`config.mk`:
```
export PLATFORM = sky130hd
export DESIGN_NAME = pipelined_csel_adder
export DESIGN_NICKNAME = d
export VERILOG_FILES = /design/src/rtl/pipelined_adder_pkg.sv /design/src/rtl/csel_segment.sv /design/src/rtl/pipelined_csel_adder.sv
export SDC_FILE = /design/constraint.sdc
export NUM_CORES = 1
export LEC_CHECK = 0
export ABC_AREA = 1
export BUFFER_PORTS_ARGS = -buffer_cell sky130_fd_sc_hd__buf_2
export CORE_MARGIN = 2
export CORE_UTILIZATION = 35
export CTS_CLUSTER_DIAMETER = 200
export DETAILED_ROUTE_END_ITERATION = 16
export PLACE_DENSITY_LB_ADDON = 0.1
export SLEW_MARGIN = 20
export SYNTH_ARGS = -nofsm -noshare
export SYNTH_HDL_FRONTEND = slang
export SYNTH_HIERARCHICAL = 1
export SYNTH_SLANG_ARGS = --single-unit
```
`constraint.sdc`:
```
create_clock -name clk -period 2.49 [get_ports clk]
set_input_delay 0.249 -clock clk [delete_from_list [all_inputs] [get_ports clk]]
set_output_delay 0.249 -clock clk [all_outputs]
set_load 0.02 [all_outputs]
```
`src/rtl/pipelined_adder_pkg.sv`:
```
// Shared configuration helpers for the pipelined carry-select adder/subtractor.
package pipelined_adder_pkg;

  localparam int unsigned DEFAULT_WIDTH = 32'd32;
  localparam int unsigned DEFAULT_SEG   = 32'd8;

  function automatic int unsigned calc_nseg(input int unsigned width, input int unsigned seg);
    return width / seg;
  endfunction

  function automatic bit width_ok(input int unsigned width, input int unsigned seg);
    return (seg != 32'd0) && ((width % seg) == 32'd0);
  endfunction

endpackage

```
`src/rtl/csel_segment.sv`:
```
// One SEG-bit carry-select slice: both carry-in candidates are precomputed.
// With OVF_FLAG_EN defined it also exposes the carry into its MSB.
module csel_segment
  import pipelined_adder_pkg::*;
#(
  parameter int unsigned SEG = DEFAULT_SEG
) (
  input  logic [SEG-1:0] seg_a,
  input  logic [SEG-1:0] seg_b,
  input  logic           ci,
  output logic [SEG-1:0] s,
  output logic           co
`ifdef OVF_FLAG_EN
  ,
  output logic           cmsb
`endif
);

  logic [SEG:0] sum0_s;
  logic [SEG:0] sum1_s;

  assign sum0_s = {1'b0, seg_a} + {1'b0, seg_b};
  assign sum1_s = {1'b0, seg_a} + {1'b0, seg_b} + {{SEG{1'b0}}, 1'b1};

  // The late-arriving carry only drives this final select.
  always_comb begin
    if (ci) begin
      {co, s} = sum1_s;
    end else begin
      {co, s} = sum0_s;
    end
  end

`ifdef OVF_FLAG_EN
  assign cmsb = s[SEG-1] ^ seg_a[SEG-1] ^ seg_b[SEG-1];
`endif

endmodule

```
`src/rtl/pipelined_csel_adder.sv`:
```
// Pipelined carry-select adder/subtractor: stage k resolves segment k, global stall.
// Define OVF_FLAG_EN to add the registered signed-overflow output ovf.
module pipelined_csel_adder
  import pipelined_adder_pkg::*;
#(
  parameter int unsigned WIDTH = DEFAULT_WIDTH,
  parameter int unsigned SEG   = DEFAULT_SEG
) (
  input  logic             clk,
  input  logic             rst_n,
  input  logic             in_valid,
  output logic             in_ready,
  input  logic [WIDTH-1:0] a,
  input  logic [WIDTH-1:0] b,
  input  logic             cin,
  input  logic             sub,
  output logic             out_valid,
  input  logic             out_ready,
  output logic [WIDTH-1:0] sum,
  output logic             cout
`ifdef OVF_FLAG_EN
  ,
  output logic             ovf
`endif
);

  localparam int unsigned NSEG = calc_nseg(WIDTH, SEG);

  if (!width_ok(WIDTH, SEG)) begin : g_bad_cfg
    $error("pipelined_csel_adder: WIDTH must be a non-zero multiple of SEG");
  end

  logic             advance_s;
  logic [WIDTH-1:0] b_eff_s;
  logic             c0_s;

  assign advance_s = !out_valid || out_ready;
  assign in_ready  = advance_s;
  assign b_eff_s   = b ^ {WIDTH{sub}};
  assign c0_s      = sub | cin;

  for (genvar k = 0; k < NSEG; k++) begin : g_stage
    // Operand-B bits still unresolved when entering this stage.
    localparam int unsigned RW = WIDTH - k * SEG;

    logic [WIDTH-1:0] src_word_s;
    logic [RW-1:0]    src_brem_s;
    logic             src_c_s;
    logic             src_v_s;
    logic [SEG-1:0]   seg_s;
    logic             co_s;
    logic [WIDTH-1:0] word_d;
    logic [WIDTH-1:0] word_q;
    logic             carry_q;
    logic             valid_q;
`ifdef OVF_FLAG_EN
    logic             cmsb_s;
`endif

    if (k == 0) begin : g_src
      assign src_word_s = a;
      assign src_brem_s = b_eff_s;
      assign src_c_s    = c0_s;
      assign src_v_s    = in_valid;
    end else begin : g_src
      assign src_word_s = g_stage[k-1].word_q;
      assign src_brem_s = g_stage[k-1].g_brem.brem_q;
      assign src_c_s    = g_stage[k-1].carry_q;
      assign src_v_s    = g_stage[k-1].valid_q;
    end

    csel_segment #(.SEG(SEG)) u_seg (
      .seg_a (src_word_s[k*SEG +: SEG]),
      .seg_b (src_brem_s[SEG-1:0]),
      .ci    (src_c_s),
      .s     (seg_s),
      .co    (co_s)
`ifdef OVF_FLAG_EN
      ,
      .cmsb  (cmsb_s)
`endif
    );

    // Word holds resolved sum bits below this segment and raw operand-A bits above it.
    always_comb begin
      word_d               = src_word_s;
      word_d[k*SEG +: SEG] = seg_s;
    end

    // Stage register: bubbles travel with the data and everything freezes on stall.
    always_ff @(posedge clk or negedge rst_n) begin
      if (!rst_n) begin
        valid_q <= 1'b0;
        word_q  <= {WIDTH{1'b0}};
        carry_q <= 1'b0;
      end else if (advance_s) begin
        valid_q <= src_v_s;
        word_q  <= word_d;
        carry_q <= co_s;
      end
    end

    if (k < NSEG - 1) begin : g_brem
      logic [RW-SEG-1:0] brem_q;

      // Skew register for the operand-B segments later stages still need.
      always_ff @(posedge clk or negedge rst_n) begin
        if (!rst_n) begin
          brem_q <= {(RW-SEG){1'b0}};
        end else if (advance_s) begin
          brem_q <= src_brem_s[RW-1:SEG];
        end
      end
    end

`ifdef OVF_FLAG_EN
    if (k == NSEG - 1) begin : g_ovf
      logic ovf_q;

      // Signed overflow: carry into the MSB disagrees with carry out of it.
      always_ff @(posedge clk or negedge rst_n) begin
        if (!rst_n) begin
          ovf_q <= 1'b0;
        end else if (advance_s) begin
          ovf_q <= cmsb_s ^ co_s;
        end
      end
    end
`endif
  end

  assign out_valid = g_stage[NSEG-1].valid_q;
  assign sum       = g_stage[NSEG-1].word_q;
  assign cout      = g_stage[NSEG-1].carry_q;
`ifdef OVF_FLAG_EN
  assign ovf       = g_stage[NSEG-1].g_ovf.ovf_q;
`endif

endmodule

```
* After elaboration in Yosys (flattened, before gate mapping)
Cells that the tools add are included.
** Word-level totals
- Bits of input ports :: 70
- Flip-flop bits (word level) :: 184
- Output and inout bits :: 35
** Operators by class
- Bitwise logic cells :: 2
- Multiplexer cells :: 8
- Reduce and logical (&&, ||, !) cells :: 2
- Add/subtract/negate cells :: 8
** Operators with widths (number)
- adder 8 x 8 -> 9 bit :: 4
- adder 9 x 1 -> 9 bit (second input constant) :: 4
- two-way mux 8 bit :: 4
- bitwise XOR 32 bit :: 1
- two-way mux 1 bit :: 4
- logical NOT 1 bit :: 1
- logical OR 1 bit :: 1
- OR 1 bit :: 1

* Logic depth before layout (Yosys ltp)
- Depth in word-level cells :: 4
- Mapped depth :: 16
- Depth with buffers taken out :: 14

* Modules after synthesis
Netlist, hierarchy kept.
** Modules (own cells, without submodules)
- pipelined_csel_adder :: times used 1, sequential area each 4604.4 µm², area each 7322.0 µm², cells each 862
- csel_segment (g_stage[0].u_seg ...) :: times used 3, sequential area each 0.0 µm², area each 671.9 µm², cells each 122
- csel_segment (g_stage[2].u_seg) :: times used 1, sequential area each 0.0 µm², area each 690.7 µm², cells each 122

* Least setup slack after synthesis
Ideal clock, no wire load.
- Kind :: input port to flip-flop
- From :: input sub
- To :: register g_stage[0].word_q[6]
- Path buffers :: 2
- Stages :: 15
- Data required time :: 2.374 ns
- Data arrival time :: 2.353 ns
- Setup slack :: 0.020 ns
- Cell sequence :: buf_2 buf_2 xor2_1 ha_1 fa_1 ha_1 nand2_1 nor2_1 nand3_1 nor2_2 nand2_1 xor2_1 inv_1 nand2_1 nand2_1
** Between the ends
- Cells in the longest elaborated chain, start to end :: 4
- Elaborated cells on any way between the ends :: 5
** Ends and longest elaborated chain
- start, declared :: line pipelined_csel_adder.sv:16 : input logic sub,
- bitwise XOR 32 bit * :: line pipelined_csel_adder.sv:39 : assign b_eff_s = b ^ {WIDTH{sub}};
- named net b_eff_s[0] :: line pipelined_csel_adder.sv:34 : logic [WIDTH-1:0] b_eff_s;
- adder 8 x 8 -> 9 bit * :: line csel_segment.sv:22, csel_segment.sv:23
- adder 9 x 1 -> 9 bit :: line csel_segment.sv:23 : assign sum1_s = {1'b0, seg_a} + {1'b0, seg_b} + {{SEG{1'b0}}, 1'b1};
- two-way mux 8 bit * :: line csel_segment.sv:27 : if (ci) begin
- named net g_stage[0].seg_s[6] :: line pipelined_csel_adder.sv:50 : logic [SEG-1:0] seg_s;
- end signal, assigned :: line pipelined_csel_adder.sv:94 : word_q <= {WIDTH{1'b0}};
- end signal, assigned :: line pipelined_csel_adder.sv:98 : word_q <= word_d;
- end, declared :: line pipelined_csel_adder.sv:53 : logic [WIDTH-1:0] word_q;
The timed path passes the listed nets; every way through them passes the cells marked *.
A chain may end at the register's enable or synchronous reset.

* Final worst setup path
- From :: register g_stage[0].word_q[8]
- To :: register g_stage[1].word_q[14]
** Between the ends
- Cells in the longest elaborated chain, start to end :: 3
** Ends and longest elaborated chain (line)
- adder 8 x 8 -> 9 bit * :: csel_segment.sv:22, csel_segment.sv:23
- adder 9 x 1 -> 9 bit :: csel_segment.sv:23
- two-way mux 8 bit * :: csel_segment.sv:27
- named net g_stage[1].seg_s[6] :: pipelined_csel_adder.sv:50
- end signal, assigned :: pipelined_csel_adder.sv:94
- end signal, assigned :: pipelined_csel_adder.sv:98
- end, declared :: pipelined_csel_adder.sv:53
Marks and branches as above.

==> results.cfg <==
[status]
outcome = complete, no violations

[detailed_routing]
dr.pass1.iters = 5
routedWlPerCell_um = 11.9
antenna_left = 0
via_per_inst = 4.40
drt_wl_total_um = 21800
remaining_drc_errors = 0
route.vias.total = 8073
drtIter0Drc = 322

[timing]
maxSlewViolCount = 0
fin_crit_ns = 2.25
fin_skew_ns = 0.0123
finalSetupViolCount = 0
max_freq_ghz = 0.444
hold_viol = 0
tightest_slew_ns = 0.498
rsz0062_at_grt = no
fin_setup_tns_ns = 0
maxSlewHeadroom_pct = 66.8
min_period_over_period_pct = 90.5

[floorplanning]
core_um2 = 28000
die_h_um = 173
die-area_um2 = 30000
rows = 61
die_w_um = 173
start_util_pct = 35.8
pin_count = 105

[grt]
grt_pass1_vias = 7865
grt_max_degree = 68
grt.overflow.total = 0
grt_pass1_wl_um = 38200
grt_antenna_before_repair = 0
globalRouteTotalUtil_pct = 15.3

[worst_hold_path]
min_path_type = in -> reg
hp-start = a[10]

[clock_network]
clkTransAtPathRegs_ns = 0.07
cts_sinks = 184
cts_root_buf = clkbuf_16
cts-htree-levels = 4
tritoncts.num_buffers = 17
clk_latency_ns = 0.43
clockBufferDepth = 2
cts_tree = built

[layout]
ff_latch_area_um2 = 4600
multi_input_area_um2 = 4670
final_cell_area_um2 = 11600
layout-drive-gt1-share_pct = 14.8
mostFrequentLayoutCells = 721 x nand2_1, 184 x dfrtp_1, 117 x inv_1, 103 x buf_2, 71 x nand3_1
syn_to_final_growth_pct = 15.4
final.fill_count = 2974
final_common_cell = nand2_1
fin_nets = 1552
diodes = 0

[worst_setup_path]
path_cells = ha_1, fa_1, ha_1, nand2_1, nor2_1, nand3_1, nor2_2, nand2_1, xor2_1, inv_1, nand2_1, nand2_1
worstSetupPathType = reg -> reg
critPathLaunchType = flip-flop
cp.required_ns = 2.80
crit_start = g_stage[0].word_q[8]
slowest_delay_ns = 0.54
cp_slowest_cell = fa_1
cpMostUsedCell = nand2_1
cp-end-kind = flip-flop
r2r_start = g_stage[0].word_q[8]
crit_fanout = 3
arrival_ns = 2.57

[synth]
synthCells = 1350
synthSimpleGateAreaFrac_pct = 36.5
avgSynthCellArea_um2 = 7.43
synthMuxAreaShare_pct = 0.449
ys_warn_count = 6
netlist_area_um2 = 10000
synth_compound_area_share_pct = 1.73
synth_xor_xnor_area_share_pct = 2.45
ys_ff_latch = 184
synth_adder_area_share_pct = 5.29
synthDistinctLibCells = 28
synth-seq-area-share_pct = 45.9
syn_nets = 1460
synth_top_family_by_area = simple AND/OR/NAND/NOR gates

[placed_design]
io_buffers = 104
placed_area_um2 = 11000
dp_hpwl_um = 15500
place.gp.congestion = 0.754

[run]
max-cap-violations = 0

[power]
total_leakage_power_nw = 6.55
vdd_ir_drop_max_v = 0.000452
power_density_nw_per_um2 = 1300
-- layout make-up --
type	count	share of cell area, %
multi-input cells	991	40.4
flip-flops and latches	184	39.8
repair buffers	123	6.63
well taps	378	4.09
inverters	125	4.05
clock buffers	19	3.91
clock inverters	13	1.18
-- worst max-delay path, delay by kind of cell, from the launching register on --
family / cells / cell delay, ns
buf+inv: 1 / 0.05
xor+xnor: 1 / 0.12
simple gates: 7 / 0.66
flops: 1 / 0.39
fa+ha+maj: 3 / 0.93
-- metal layers --
metal | track usage [%] | share of wire [%] | vias up
met3 | 2.06 | 2.2 | 13
met2 | 24.3 | 44 | 90
met5 | 0 | 0 | -
met4 | 4.13 | 0.93 | 0
met1 | 21.9 | 53 | 3635
li1 | - | - | 4335
-- logic make-up after synthesis --
family | count (synthesis)
simple gates | 886
flops | 184
xor+xnor | 28
compound gates | 33
buf+inv | 175
fa+ha+maj | 40
mux | 4
-- where the power goes --
group          leakage (nW)  internal, mW  switching (mW)
sequential             2.23          4.31           0.783
combinational          4.04          2.67            4.56
clock                 0.280          1.47            1.26
total                  6.55          8.45            6.61
-- registers in the layout (all words and copies together), names as in the netlist --
signal	flops
g_stage.word_q	96
sum	32
g_stage.carry_q	3
g_stage.valid_q	3
g_stage.g_brem.brem_q	48
cout	1
out_valid	1
-- synthesized netlist by cell type --
| cell type | n | area, µm² |
|---|---|---|
| a31oi_1 | 4 | 25.0 |
| buf_2 | 31 | 155 |
| o21ai_1 | 2 | 10.0 |
| nor2_4 | 1 | 11.3 |
| nand2_2 | 23 | 144 |
| o21ai_0 | 11 | 55.1 |
| inv_2 | 8 | 30.0 |
| nor2_1 | 20 | 75.1 |
| buf_4 | 10 | 75.1 |
| clkbuf_1 | 3 | 11.3 |
| nand2_1 | 721 | 2710 |
| fa_1 | 4 | 80.1 |
| ha_1 | 36 | 450 |
| inv_1 | 117 | 439 |
| xnor2_1 | 8 | 70.1 |
| nor2_2 | 12 | 75.1 |
| xor2_1 | 20 | 175 |
| nand2_4 | 4 | 45.0 |
| nand4_1 | 24 | 150 |
| dfrtp_1 | 184 | 4600 |
| a21oi_2 | 1 | 8.76 |
| nand3_2 | 9 | 90.1 |
| a21oi_1 | 15 | 75.1 |
| nand3_1 | 71 | 355 |
| clkbuf_4 | 2 | 15.0 |
| mux2_2 | 4 | 45.0 |
| or2_2 | 1 | 6.26 |
| buf_6 | 4 | 45.0 |
-- final timing paths --
check,cells after the start,to,slack [ns]
min in group asynchronous,2,sum[23],0.36
setup / recovery,12,g_stage[1].word_q[14],0.24
max in group asynchronous,3,sum[3],1.38
hold / removal,3,g_stage[0].word_q[10],0.02
setup reg to reg,12,g_stage[1].word_q[14],0.24
hold reg to reg,2,out_valid,0.46
-- repair_timing --
| action | CTS | global route |
|---|---|---|
| buffers inserted | 0 | 0 |
| hold buffers | 3 | 0 |
| resized for setup | 0 | 0 |
| hold endpoints to repair | 53 | 0 |
-- per-stage QoR --
stage	power, mW	hold slack (ns)	utilization (%)	instances	setup slack [ns]
finish	15.1	0.0221	41.3	1833	0.237
floorplan	10.8	-0.0466	-	1350	0.0202
CTS	15.3	0.000692	41.3	1833	0.202
global placement	12.4	0.261	39.1	1798	0.126
global route	16.7	0.00995	41.3	1833	0.0285
detailed placement	12.5	0.259	39.1	1798	0.0987
(Power assumes the default switching activity.)
